`config.mk`:
```
export PLATFORM = sky130hd
export DESIGN_NAME = pwm_capture
export DESIGN_NICKNAME = d
export VERILOG_FILES = /design/src/rtl/pwm_pkg.sv /design/src/rtl/pwm_in_cond.sv /design/src/rtl/pwm_capture.sv
export SDC_FILE = /design/constraint.sdc
export NUM_CORES = 1
export LEC_CHECK = 0
export CORE_MARGIN = 4
export CORE_UTILIZATION = 25
export CTS_CLUSTER_SIZE = 12
export DETAILED_ROUTE_END_ITERATION = 10
export DONT_BUFFER_PORTS = 1
export GPL_TIMING_DRIVEN = 0
export PLACE_DENSITY = 0.37
export SLEW_MARGIN = 0
export SYNTH_ARGS = -nofsm -noshare
export SYNTH_HDL_FRONTEND = slang
export SYNTH_SLANG_ARGS = --single-unit
```
`constraint.sdc`:
```
create_clock -name CLK -period 3.3 [get_ports CLK]
set_clock_uncertainty 0.15 [all_clocks]
set_input_delay 0.33 -clock CLK [delete_from_list [all_inputs] [get_ports CLK]]
set_output_delay 0.33 -clock CLK [all_outputs]
set_load 0.1 [all_outputs]
```
`src/rtl/pwm_pkg.sv`:
```
// Shared PWM definitions: capture FSM encoding and default widths, also used by the PWM generator.
package pwm_pkg;

  localparam int unsigned PWM_WIDTH_DEF      = 12;
  localparam int unsigned PWM_FILTER_LEN_DEF = 3;

  typedef enum logic [1:0] {
    ST_IDLE      = 2'd0,
    ST_MEAS_HIGH = 2'd1,
    ST_MEAS_LOW  = 2'd2
  } pwm_state_e;

endpackage

```
`src/rtl/pwm_in_cond.sv`:
```
// PWM input conditioning: 2-flop synchronizer plus a glitch filter that is
// compiled in only when PWM_CAPTURE_GLITCH_FILTER_EN is defined.
module pwm_in_cond
`ifdef PWM_CAPTURE_GLITCH_FILTER_EN
  import pwm_pkg::*;
  #(
    parameter int unsigned FILTER_LEN = PWM_FILTER_LEN_DEF
  )
`endif
(
  input  logic CLK,
  input  logic RST,
  input  logic PWM_IN,
  output logic LEVEL
);

  logic [1:0] sync_q;

  always_ff @(posedge CLK or posedge RST) begin
    if (RST) sync_q <= '0;
    else     sync_q <= {sync_q[0], PWM_IN};
  end

`ifdef PWM_CAPTURE_GLITCH_FILTER_EN
  localparam int unsigned CNT_W = $clog2(FILTER_LEN + 1);

  logic [CNT_W-1:0] run_q;
  logic             level_q;

  // Level follows the synchronized input only after FILTER_LEN agreeing samples.
  always_ff @(posedge CLK or posedge RST) begin
    if (RST) begin
      run_q   <= '0;
      level_q <= 1'b0;
    end else if (sync_q[1] == level_q) begin
      run_q   <= '0;
    end else if (run_q == CNT_W'(FILTER_LEN - 1)) begin
      run_q   <= '0;
      level_q <= sync_q[1];
    end else begin
      run_q   <= run_q + CNT_W'(1);
    end
  end

  assign LEVEL = level_q;
`else
  assign LEVEL = sync_q[1];
`endif

endmodule

```
`src/rtl/pwm_capture.sv`:
```
// PWM high-time / period capture. Optional input glitch filter is enabled
// with the PWM_CAPTURE_GLITCH_FILTER_EN macro.
module pwm_capture
  import pwm_pkg::*;
#(
  parameter int unsigned WIDTH      = PWM_WIDTH_DEF,
  parameter int unsigned FILTER_LEN = PWM_FILTER_LEN_DEF
) (
  input  logic             CLK,
  input  logic             RST,
  input  logic             EN,
  input  logic             PWM_IN,
  output logic [WIDTH-1:0] HIGH_CNT,
  output logic [WIDTH:0]   PERIOD_CNT,
  output logic             VALID,
  output logic             TIMEOUT,
  output logic             LEVEL
);

  localparam int unsigned PW = WIDTH + 1;
  localparam logic [WIDTH-1:0] HIGH_MAX = '1;
  localparam logic [PW-1:0]    PER_MAX  = '1;

  pwm_state_e       state_q, state_d;
  logic [WIDTH-1:0] high_q, high_d, hcnt_d;
  logic [PW-1:0]    per_q, per_d, pcnt_d;
  logic             valid_d, timeout_d;
  logic             level_q;
  logic             rise_c, fall_c;

`ifdef PWM_CAPTURE_GLITCH_FILTER_EN
  pwm_in_cond #(.FILTER_LEN(FILTER_LEN)) u_cond (
    .CLK   (CLK),
    .RST   (RST),
    .PWM_IN(PWM_IN),
    .LEVEL (LEVEL)
  );
`else
  pwm_in_cond u_cond (
    .CLK   (CLK),
    .RST   (RST),
    .PWM_IN(PWM_IN),
    .LEVEL (LEVEL)
  );

  logic unused_filter_len;
  assign unused_filter_len = ^32'(FILTER_LEN);
`endif

  assign rise_c = LEVEL & ~level_q;
  assign fall_c = ~LEVEL & level_q;

  always_ff @(posedge CLK or posedge RST) begin
    if (RST) begin
      state_q    <= ST_IDLE;
      level_q    <= 1'b0;
      high_q     <= '0;
      per_q      <= '0;
      HIGH_CNT   <= '0;
      PERIOD_CNT <= '0;
      VALID      <= 1'b0;
      TIMEOUT    <= 1'b0;
    end else begin
      state_q    <= state_d;
      level_q    <= LEVEL;
      high_q     <= high_d;
      per_q      <= per_d;
      HIGH_CNT   <= hcnt_d;
      PERIOD_CNT <= pcnt_d;
      VALID      <= valid_d;
      TIMEOUT    <= timeout_d;
    end
  end

  // Next state, counters and result registers; timeout takes priority over capture.
  always_comb begin
    state_d   = state_q;
    high_d    = high_q;
    per_d     = per_q;
    hcnt_d    = HIGH_CNT;
    pcnt_d    = PERIOD_CNT;
    valid_d   = 1'b0;
    timeout_d = 1'b0;

    if (!EN) begin
      state_d = ST_IDLE;
      high_d  = '0;
      per_d   = '0;
    end else begin
      case (state_q)
        ST_IDLE: begin
          high_d = '0;
          per_d  = '0;
          if (rise_c) begin
            state_d = ST_MEAS_HIGH;
            high_d  = WIDTH'(1);
            per_d   = PW'(1);
          end
        end
        ST_MEAS_HIGH, ST_MEAS_LOW: begin
          if (per_q == PER_MAX) begin
            timeout_d = 1'b1;
            hcnt_d    = LEVEL ? HIGH_MAX : '0;
            pcnt_d    = '0;
            state_d   = ST_IDLE;
            high_d    = '0;
            per_d     = '0;
          end else if ((state_q == ST_MEAS_LOW) && rise_c) begin
            valid_d = 1'b1;
            hcnt_d  = high_q;
            pcnt_d  = per_q;
            state_d = ST_MEAS_HIGH;
            high_d  = WIDTH'(1);
            per_d   = PW'(1);
          end else begin
            per_d = per_q + PW'(1);
            if (state_q == ST_MEAS_HIGH) begin
              if (fall_c)                 state_d = ST_MEAS_LOW;
              else if (high_q != HIGH_MAX) high_d = high_q + WIDTH'(1);
            end
          end
        end
        default: begin
          state_d = ST_IDLE;
          high_d  = '0;
          per_d   = '0;
        end
      endcase
    end
  end

endmodule

```
Word level (Yosys, flattened, before mapping)
Cells that the tools add are included.
{"block": "totals", "wordCells": 63, "register_bits": 57}
{"block": "op_classes", "n_mux": 32, "n_eq_ne": 9, "bitwise_logic": 4, "add_sub_neg": 2, "n_reduce_logical": 7}
{"operator": "two-way mux 12 bit", "n": 9}
{"operator": "two-way mux 13 bit", "n": 5}
{"operator": "case mux 13 bit (2 select lines)", "n": 1}
{"operator": "case mux 12 bit (2 select lines)", "n": 1}
{"operator": "inequality test 5 bit (second input constant)", "n": 4}
{"operator": "adder 13 x 1 -> 13 bit (second input constant)", "n": 1}
{"operator": "equality test 13 bit (second input constant)", "n": 1}
{"operator": "adder 12 x 1 -> 12 bit (second input constant)", "n": 1}
{"operator": "two-way mux 2 bit", "n": 6}
{"operator": "inequality test 12 bit (second input constant)", "n": 1}
{"operator": "two-way mux 1 bit", "n": 9}
{"operator": "AND reduction 3 bit", "n": 3}
{"operator": "case mux 2 bit (2 select lines)", "n": 1}
{"operator": "inequality test 3 bit (second input constant)", "n": 1}
{"operator": "bitwise AND 1 bit", "n": 2}
{"operator": "equality test 2 x 1 -> 1 bit (second input constant)", "n": 1}
{"operator": "equality test 2 bit (second input constant)", "n": 1}
{"operator": "zero test 2 bit", "n": 1}
{"operator": "NOT 1 bit", "n": 2}
{"operator": "nonzero test 2 bit", "n": 1}
{"operator": "OR reduction 2 bit", "n": 1}
{"operator": "logical AND 1 bit", "n": 1}

Longest topological paths before layout
Gate-level depths: netlist of run 1.
{"block": "depth", "ltp_word": 8, "mapped_depth": 8}

Hierarchy
Synthesis of run 1 repeated with hierarchy kept, for this count alone.
{"block": "unflattened", "hier_cells": 281, "hier_area_um2": 2987.9}
{"module": "pwm_capture", "instances": 1, "cells_each": 278, "area_per_inst_um2": 2934.1}
{"module": "pwm_in_cond", "instances": 1, "cells_each": 3, "area_per_inst_um2": 53.8}

Least setup slack after synthesis of run 1
Ideal clock, no wire load.
{"block": "synth_timing", "path_type": "register -> register", "start": "register u_cond.sync_q[1]", "end": "register HIGH_CNT[1]", "slack_ns": 0.907, "stages_incl_launch_ff": 7, "setup_ns": 0.082, "arrival_ns": 2.161, "cell_sequence": "dfrtp_1 nand3b_1 or2_2 o21ai_4 buf_6 nor2_1 a31oi_2"}
{"block": "synth_between", "elab_chain_cells": 4, "word_cells_on_any_way": 6, "cone_classes": "2 x mux; 1 x bitwise; 3 x reduce/logical"}
{"element": "start, declared", "line": "pwm_in_cond.sv:17", "text": "logic [1:0] sync_q;"}
{"element": "start signal, assigned", "line": "pwm_in_cond.sv:21", "text": "else sync_q <= {sync_q[0], PWM_IN};"}
{"element": "bitwise AND 1 bit", "line": "pwm_capture.sv:50", "text": "assign rise_c = LEVEL & ~level_q;"}
{"element": "logical AND 1 bit", "line": "pwm_capture.sv:108", "text": "end else if ((state_q == ST_MEAS_LOW) && rise_c) begin"}
{"element": "nonzero test 2 bit (no source line)"}
{"element": "AND reduction 3 bit (no source line)"}
{"element": "end signal, assigned", "line": "pwm_capture.sv:68", "text": "HIGH_CNT <= hcnt_d;"}
{"element": "end, declared", "line": "pwm_capture.sv:13", "text": "output logic [WIDTH-1:0] HIGH_CNT,"}
Several ways; a longest one is shown, not always the timed one.
A chain may end at the register's enable or synchronous reset.

Final worst setup path of run 1
{"block": "layout_timing", "start": "register u_cond.sync_q[1]", "end": "register high_q[9]"}
{"block": "layout_between", "elab_chain_cells": 6, "word_cells_on_any_way": 12, "cone_classes": "3 x eq/ne; 4 x mux; 3 x bitwise; 2 x reduce/logical"}
{"element": "bitwise AND 1 bit", "line": "pwm_capture.sv:50"}
{"element": "logical AND 1 bit", "line": "pwm_capture.sv:108"}
{"element": "two-way mux 12 bit", "line": "pwm_capture.sv:108"}
{"element": "two-way mux 12 bit", "line": "pwm_capture.sv:101", "text": "if (per_q == PER_MAX) begin"}
{"element": "case mux 12 bit (2 select lines)", "line": "pwm_capture.sv:90", "text": "case (state_q)"}
{"element": "two-way mux 12 bit", "line": "pwm_capture.sv:85", "text": "if (!EN) begin"}
{"element": "end signal, assigned", "line": "pwm_capture.sv:66", "text": "high_q <= high_d;"}
{"element": "end, declared", "line": "pwm_capture.sv:25", "text": "logic [WIDTH-1:0] high_q, high_d, hcnt_d;"}
Several ways; a longest one is shown, not always the timed one.

==> results.cfg, run 1 <==
[sta]
hold_viol = 0
setup-tns-final_ps = 0
slew_headroom_pct = 32.2
fin_crit_ps = 2890
rsz0062_at_grt = false
tightest_slew_ps = 1020
fmax_mhz = 346
post-route-period-util_pct = 87.5
fin_ws_ps = 412
setup_violations = 0
report.final.slew_viol_count = 0

[critical_path]
crit_slowest_cell = dfrtp_1
path_cells = nand3b_1 > nand2_1 > nor2_1 > nand3_1 > o31ai_1
crit_type = flop to flop
crit_required_ps = 3400
worstSetupEndpointType = flop
cp_top_family = simple AND/OR/NAND/NOR gates
r2r_slack_ps = 410
slowest_delay_ps = 780
worst-path-buf-inv = 0
critPathArrivalTime_ps = 2980
crit_fanout = 8
startpoint_type = flop

[synthesis]
synth-seq-cells = 57
ys.flop_type = dfrtp_1
synthCells = 288
synth.area.top_cells = dfrtp_1 53%, nand2_1 7.1%, nor2_1 4.2%, a21oi_1 3.0%, ha_1 2.8%
ys_seq_area_share_pct = 52.7
synth_cell_types = 40
synth_area_leader_cell = dfrtp_1
syn_area_sq_mm = 0.00271
yosysTopAreaCellShare_pct = 52.7
ys_warn_count = 0
synth.most_common_cell = dfrtp_1
syn_nets = 298
async_reset_ff_share_pct = 100
synthTopCellsByCount = 57 x dfrtp_1, 51 x nand2_1, 30 x nor2_1
synth-edff-count = 0
syn_avg_cell_area_sq_um = 9.40

[layout]
final_cells = 444
final_util_pct = 30.1
multiInputGateArea_sq_mm = 0.00116
syn_to_final_growth_pct = 15.6
seq_area_sq_mm = 0.00143
nets = 313
fillers = 1097
drive_above_1_share_pct = 12.3
diodes = 0

[global_route]
track_usage_pct = 11.6
grt_remaining_overflow = 0
grt_pass1_wl_um = 11600
grt_pass1_vias = 2088
antenna_found_initial = 0
grt_max_degree = 31

[run]
max_cap_violations = 0

[clocking]
clockBufferDepth = 2
cts_root_buf = clkbuf_8
tritoncts = built
cts_buffers = 9
clock_latency_ps = 340
cts.repair.resized = 0
post_cts_buffers = 0
clk_pin_slew_ps = 80
cts.sinks = 57
cts_hold_buf = 3
htreeDepth = 3

[pwr]
max-vdd-ir-drop_v = 0.000333
total_leakage_power_uw = 0.00127
powerDensity_mw_per_mm2 = 793

[drt]
num_vias = 2130
antenna_left = 0
drtPass1Iterations = 4
dr.first_iter.drc_count = 139
routed_via_density = 4.80
drc = 0
wl_per_cell_um = 15.4
routed_wl_um = 6860

[run_status]
outcome = finished, final reports clean

[placement]
port_buffers = 0
place_ws_ps = 329
place_inst = 425
dp_hpwl_um = 4810
place.gp.congestion = 0.772

[hold_path]
worstHoldPathType = input port to flop

[floorplanning]
io_pins = 32
core_area_sq_mm = 0.0104
die_y_um = 112
start_util_pct = 26.0
row_count = 37
dieArea_sq_mm = 0.0126
dieWidth_um = 112
cell usage in the layout (no fill, tap or decap), drive strengths merged, types with 4 or more instances in the layout:
cell,synthesis,routed
dfrtp,57,57
nand2,51,51
nor2,30,30
a21oi,16,16
o21ai,15,15
a31oi,15,15
nand3,14,14
inv,13,14
clkbuf,3,12
buf,10,11
nand4,8,8
ha,6,6
nor3,5,5
o31ai,5,5
xnor2,5,5
xor2,4,4
registers in the layout, indices dropped and copies added, names as in the netlist:
signal	flops
HIGH_CNT	12
PERIOD_CNT	13
TIMEOUT	1
VALID	1
high_q	12
level_q	1
per_q	13
state_q	2
u_cond.sync_q	2
worst paths after layout:
kind | start | end | depth (start not counted)
setup / recovery | u_cond.sync_q[1]$_DFF_PP0_ | high_q[9]$_DFFE_PP0P_ | 5
hold / removal | EN | state_q[1]$_DFFE_PP0P_ | 2
setup reg to reg | u_cond.sync_q[1]$_DFF_PP0_ | high_q[9]$_DFFE_PP0P_ | 5
hold reg to reg | u_cond.sync_q[0]$_DFF_PP0_ | u_cond.sync_q[1]$_DFF_PP0_ | 0
max in group asynchronous | RST | high_q[0]$_DFFE_PP0P_ | 3
min in group asynchronous | RST | PERIOD_CNT[8]$_DFFE_PP0P_ | 2
power breakdown:
part	leakage (uW)	switching (uW)	total (uW)	internal, uW
combinational	0.000415	217	362	144
clock	0.0000921	322	675	353
sequential	0.000764	659	1450	786
total	0.00127	1200	2480	1280
through the flow:
step,power [uW],instance area (sq um),hold slack (ps)
floorplan,1720,2710,181
global placement,1830,2880,185
detailed placement,1830,2900,188
CTS,2520,3130,101
global route,2600,3130,100
finish,2480,3130,113
worst register-to-register path: cells and delay by family (launching register included):
family             cells  cell delay (ps)
AOI/OAI and AO/OA      1              330
and+or+nand+nor        4             1530
DFF                    1              780
cells by family (layout without fill, tap and decap cells):
kind of cell	Yosys count	in the layout	synth area share, %
flops	57	57	52.7
buf+inv	26	46	4.39
simple gates	127	127	21.7
fa+ha+maj	6	6	2.77
mux	2	2	0.786
compound gates	61	61	14.7
xor+xnor	9	9	2.91
per-layer routing:
layer	global-route usage (%)	vias to the layer above	share of wire, %
met5	0	-	0
met4	4.97	0	2.2
met3	3.99	13	5.8
met2	16.7	43	43
met1	15.8	1035	49
li1	-	1039	-
layout make-up:
class,count,area share (%)
buffer,13,2.24
clock buffer,9,3.96
clock inverter,7,2.52
inverter,13,1.56
multi-input combinational,205,37.1
sequential,57,45.6
tap,136,5.44
timing repair buffer,4,1.60
No activity file was read; power rests on OpenSTA's default activity.
==> run 2, diff against run 1 <==
--- a/config.mk
+++ b/config.mk
@@ -6,12 +6,12 @@
 export NUM_CORES = 1
 export LEC_CHECK = 0
 export CORE_MARGIN = 4
-export CORE_UTILIZATION = 25
+export CORE_UTILIZATION = 55
 export CTS_CLUSTER_SIZE = 12
 export DETAILED_ROUTE_END_ITERATION = 10
 export DONT_BUFFER_PORTS = 1
 export GPL_TIMING_DRIVEN = 0
-export PLACE_DENSITY = 0.37
+export PLACE_DENSITY = 0.69
 export SLEW_MARGIN = 0
 export SYNTH_ARGS = -nofsm -noshare
 export SYNTH_HDL_FRONTEND = slang
==> results.cfg, run 2 (synthesis results as in run 1) <==
[sta]
post-route-period-util_pct = 88.8
hold_viol = 0
tightest_slew_ps = 1010
setup_violations = 0
rsz0062_at_grt = false
fmax_mhz = 341
fin_crit_ps = 2930
setup-tns-final_ps = 0
slew_headroom_pct = 32.5
report.final.slew_viol_count = 0

[critical_path]
worstSetupEndpointType = flop
critPathArrivalTime_ps = 3020
reg2reg_depth = 5
crit_fanout = 8
crit_required_ps = 3390
regToRegEndpoint = high_q[3]$_DFFE_PP0P_
r2r-start = u_cond.sync_q[1]$_DFF_PP0_
startpoint_type = flop
crit_type = flop to flop
r2r_slack_ps = 370

[clocking]
post_cts_buffers = 0
cts.sinks = 57
htreeDepth = 3
tritoncts = built
clockBufferDepth = 2
cts_buffers = 9
clk_pin_slew_ps = 60
cts_root_buf = clkbuf_8
clock_latency_ps = 340

[layout]
final_cell_mix = 57 x dfrtp_1, 51 x nand2_1, 30 x nor2_1, 16 x a21oi_1, 14 x o21ai_0
syn_to_final_growth_pct = 12.9
reg_top3 = PERIOD_CNT x13, per_q x13
nets = 313
layout_commonest_cell = dfrtp_1
diodes = 0
drive_above_1_share_pct = 12.3

[hold_path]
worstHoldPathType = input port to flop
worstHoldEndpoint = state_q[1]$_DFFE_PP0P_
worstHoldStart = EN
holdPathStages = 2

[pwr]
internal_power_uw = 1340
clock_power_share_pct = 27.7
max-vdd-ir-drop_v = 0.000571
total_power_uw = 2500
powerDensity_mw_per_mm2 = 819
p_comb_share_pct = 14.6
switching_share_pct = 46.5
total_leakage_power_uw = 0.00128
p_seq_share_pct = 57.7
switchingPower_uw = 1160

[drt]
routed_wl_um = 5840
drt-met1-wl_um = 2920
drtPass1Iterations = 4
antenna_left = 0
drc = 0
top_layer_used = met4
wl_per_cell_um = 15.6
wl_met2_um = 2470
num_vias = 2082
routed_via_density = 5.55
wl_met3_um = 332
dr.first_iter.drc_count = 181

[global_route]
antenna_found_initial = 0
grt_remaining_overflow = 0
grt_max_degree = 33
grt_pass1_wl_um = 10100
grt_pass1_vias = 2017
track_usage_pct = 21.6

[run]
max_cap_violations = 0

[floorplanning]
core_area_sq_mm = 0.00475
io_pins = 32
dieArea_sq_mm = 0.00611
dieWidth_um = 78.2
row_count = 25
die_y_um = 78.2
start_util_pct = 56.9

[placement]
port_buffers = 0
place.gp.congestion = 0.855
dp_hpwl_um = 3970

[run_status]
outcome = finished, final reports clean
## run 2: cell count changes in the layout (fill, tap and decap cells not counted), sizes merged
cell,change
clkbuf,+3
clkinv,-1
clkinvlp,-1
inv,-1
## run 2: routing by layer
layer  vias up  global-route usage [%]
met5         -                       0
met4         0                    9.44
met3        10                    6.54
met2        48                    29.7
met1       991                    31.4
li1       1033                       -
## run 2: layout make-up
cell class                 count  area (sq um)
clock inverter                 4          50.0
timing repair buffer           4          50.0
clock buffer                  12           165
tap                           67          83.8
buffer                        13          70.1
sequential                    57          1430
inverter                      13          48.8
multi-input combinational    205          1160
fill                         410          1700
## run 2: metrics by stage
stage	util [%]	instance area, sq um	worst slack (ps)	std cells	hold slack (ps)
5_1_grt	64.3	3060	178	375	134
3_3_place_gp	58.7	2790	433	355	188
4_1_cts	64.3	3060	373	375	110
3_5_place_dp	59.1	2810	412	356	157
6_report	64.3	3060	368	375	117
2_1_floorplan	-	2710	907	288	181
## run 2: worst max-delay path by stage
stage | end | slack [ps] | cells after the start | from
after detailed placement | high_q[3]$_DFFE_PP0P_ | 410 | 5 | u_cond.sync_q[1]$_DFF_PP0_
after floorplan | HIGH_CNT[1]$_DFFE_PP0P_ | 910 | 6 | u_cond.sync_q[1]$_DFF_PP0_
after CTS | high_q[3]$_DFFE_PP0P_ | 370 | 5 | u_cond.sync_q[1]$_DFF_PP0_
after global placement | high_q[3]$_DFFE_PP0P_ | 430 | 5 | u_cond.sync_q[1]$_DFF_PP0_
final | high_q[3]$_DFFE_PP0P_ | 370 | 5 | u_cond.sync_q[1]$_DFF_PP0_
after global routing | high_q[9]$_DFFE_PP0P_ | 180 | 5 | u_cond.sync_q[1]$_DFF_PP0_
## run 2: worst max-delay path, cell delays in order (launching register included)
cell	delay, ps
dfrtp_1	780
nand3b_1	470
nand2_1	280
nor2_1	470
nand3_1	360
o31ai_1	320
## run 2: what timing repair did
action,CTS,global route
hold buffers,3,0
hold endpoints to repair,27,0
endpoints found under the setup margin,0,0
gates resized for setup,0,0
## run 2: power by group through the flow
stage	sequential (uW)	combinational, uW	clock, uW
after floorplan	1430	286	0
after global placement	1460	349	0
after detailed placement	1460	357	0
after CTS	1450	365	702
after global routing	1460	420	742
final	1440	365	695
==> run 3, diff against run 2 <==
--- a/config.mk
+++ b/config.mk
@@ -15,4 +15,5 @@
 export SLEW_MARGIN = 0
 export SYNTH_ARGS = -nofsm -noshare
 export SYNTH_HDL_FRONTEND = slang
+export SYNTH_HIERARCHICAL = 1
 export SYNTH_SLANG_ARGS = --single-unit
==> results.cfg, run 3 <==
[run_status]
outcome = finished, final reports clean

[sta]
fmax_mhz = 365
hold_viol = 0
setup_violations = 0
setup-tns-final_ps = 0
report.final.slew_viol_count = 0
post-route-period-util_pct = 83.1
whs_ps = 80.0
slew_headroom_pct = 27.3
rsz0062_at_grt = false
tightest_slew_ps = 1090
fin_crit_ps = 2740

[critical_path]
crit_fanout = 10
critPathArrivalTime_ps = 2810
r2r-start = u_cond/sync_q[1]$_DFF_PP0_
crit_required_ps = 3370
critical_path.endpoint = HIGH_CNT[8]$_DFFE_PP0P_
reg2reg_depth = 4
r2r_slack_ps = 560
path_cells = nand3b_1 > a21oi_4 > buf_6 > mux2_2
critPathLaunch = u_cond/sync_q[1]$_DFF_PP0_
crit_type = flop to flop
startpoint_type = flop
crit_slowest_cell = dfrtp_1
worstSetupEndpointType = flop
slowest_delay_ps = 1070
regToRegEndpoint = HIGH_CNT[8]$_DFFE_PP0P_

[pwr]
p_seq_share_pct = 48.6
p_comb_share_pct = 12.9
clock_power_share_pct = 38.5
switching_share_pct = 33.5
max-vdd-ir-drop_v = 0.000394
total_leakage_power_uw = 0.00146
internal_power_uw = 1240
switchingPower_uw = 625
powerDensity_mw_per_mm2 = 559

[synthesis]
synth_area_leader_cell = dfrtp_1
synth.area.top_cells = dfrtp_1 48%, mux2_4 7.0%, mux2_2 4.5%, nand4_1 3.6%, nor2_1 2.6%
synthCells = 281
syn_avg_cell_area_sq_um = 10.6
ys_warn_count = 6
ys_seq_area_share_pct = 47.7
synth-seq-cells = 57
synthTopCellsByCount = 57 x dfrtp_1, 21 x nor2_1, 19 x inv_1
syn_area_sq_mm = 0.00299
async_reset_ff_share_pct = 100
ys.flop_type = dfrtp_1
synth_cell_types = 45
syn_nets = 291
yosysTopAreaCellShare_pct = 47.7
synth-edff-count = 0
synth.most_common_cell = dfrtp_1

[hold_path]
holdPathStages = 2
worstHoldPathType = input port to flop

[drt]
dr.first_iter.drc_count = 151
wl_met2_um = 2460
wl_per_cell_um = 16.3
routed_via_density = 5.93
drtPass1Iterations = 4
antenna_left = 0
top_layer_used = met4
num_vias = 2194
wl_met3_um = 510
drc = 0
routed_wl_um = 6030
drt-met1-wl_um = 2960

[placement]
place.gp.congestion = 0.842
port_buffers = 0
dp_hpwl_um = 4200

[global_route]
track_usage_pct = 20.6
grt_pass1_wl_um = 10200
antenna_found_initial = 0
grt_remaining_overflow = 0
grt_pass1_vias = 2072
grt_max_degree = 34

[layout]
nets = 305
syn_to_final_growth_pct = 11.6
layout_commonest_cell = dfrtp_1
drive_above_1_share_pct = 17.7
fillers = 388
reg_top3 = PERIOD_CNT x13, per_q x13
final_cell_mix = 57 x dfrtp_1, 21 x nor2_1, 18 x inv_1, 17 x nand4_1
diodes = 0

[clocking]
htreeDepth = 3
cts_buffers = 9
clock_latency_ps = 350
cts.sinks = 57
post_cts_buffers = 0
cts_root_buf = clkbuf_8
tritoncts = built
clk_pin_slew_ps = 60
cts.repair.resized = 0
clockBufferDepth = 2

[floorplanning]
row_count = 26
start_util_pct = 57.8
dieArea_sq_mm = 0.00668
core_area_sq_mm = 0.00517
die_y_um = 81.7
dieWidth_um = 81.7
io_pins = 32

[run]
max_cap_violations = 0
==> run 3: worst max-delay path: cells and delay by family (launching register included) <==
family | cells | cell delay (ps)
flops | 1 | 1070
mux | 1 | 350
compound gates | 1 | 410
buf+inv | 1 | 210
simple gates | 1 | 440
==> run 3: cells by family (layout without fill, tap and decap cells) <==
kind of cell / after synthesis / in the layout / share of synthesized area [%]
AO/OA/AOI/OAI: 47 / 47 / 10.6
adder cells (fa/ha/maj): 6 / 6 / 2.51
AND/OR/NAND/NOR: 97 / 97 / 18.6
multiplexers: 27 / 27 / 11.9
flip-flops: 57 / 57 / 47.7
XOR/XNOR: 10 / 10 / 2.93
buffers and inverters: 37 / 56 / 5.78
==> run 3: power groups by stage <==
| stage | logic [uW] | registers [uW] | clock network [uW] |
|---|---|---|---|
| 2_1_floorplan | 182 | 905 | 0 |
| 3_3_place_gp | 227 | 916 | 0 |
| 3_5_place_dp | 237 | 918 | 0 |
| 4_1_cts | 240 | 905 | 738 |
| 5_1_grt | 274 | 910 | 768 |
| 6_report | 240 | 905 | 719 |
==> run 3: stage by stage <==
step	instances	util (%)	power, uW	instance area [sq um]	worst slack [ps]
finish	370	64.4	1860	3330	558
global route	370	64.4	1950	3330	433
CTS	370	64.4	1880	3330	552
detailed placement	352	59.8	1150	3100	573
global placement	351	59.5	1140	3080	582
floorplan	281	-	1090	2990	847
==> run 3: cell type report <==
class	count	area, sq um	area share (%)
Buffer	18	101	3.04
Clock buffer	9	124	3.72
Clock inverter	7	93.8	2.82
Inverter	19	71.3	2.14
Multi-Input combinational cell	187	1390	41.7
Sequential cell	57	1430	42.8
Tap cell	70	87.6	2.63
Timing Repair Buffer	3	40.0	1.20
==> run 3: per-layer routing <==
metal / GRT usage [%] / up-vias
met5: 0 / -
met4: 10.6 / 0
met3: 5.81 / 9
met2: 27.4 / 80
met1: 30.3 / 1054
li1: - / 1051
==> run 3: worst min path at each step <==
stage	startpoint	to	slack, ps
after detailed placement	RST	u_cond/sync_q[1]$_DFF_PP0_	-70
after CTS	EN	TIMEOUT$_DFF_PP0_	60
after floorplan	RST	u_cond/sync_q[0]$_DFF_PP0_	-80
final	EN	TIMEOUT$_DFF_PP0_	80
after global placement	RST	u_cond/sync_q[0]$_DFF_PP0_	-70
after global routing	EN	TIMEOUT$_DFF_PP0_	80
==> run 3: what timing repair did <==
item                                   4_1_cts  5_1_grt
endpoints found under the hold margin       25        0
setup endpoints to repair                    0        0
hold buffers                                 2        0
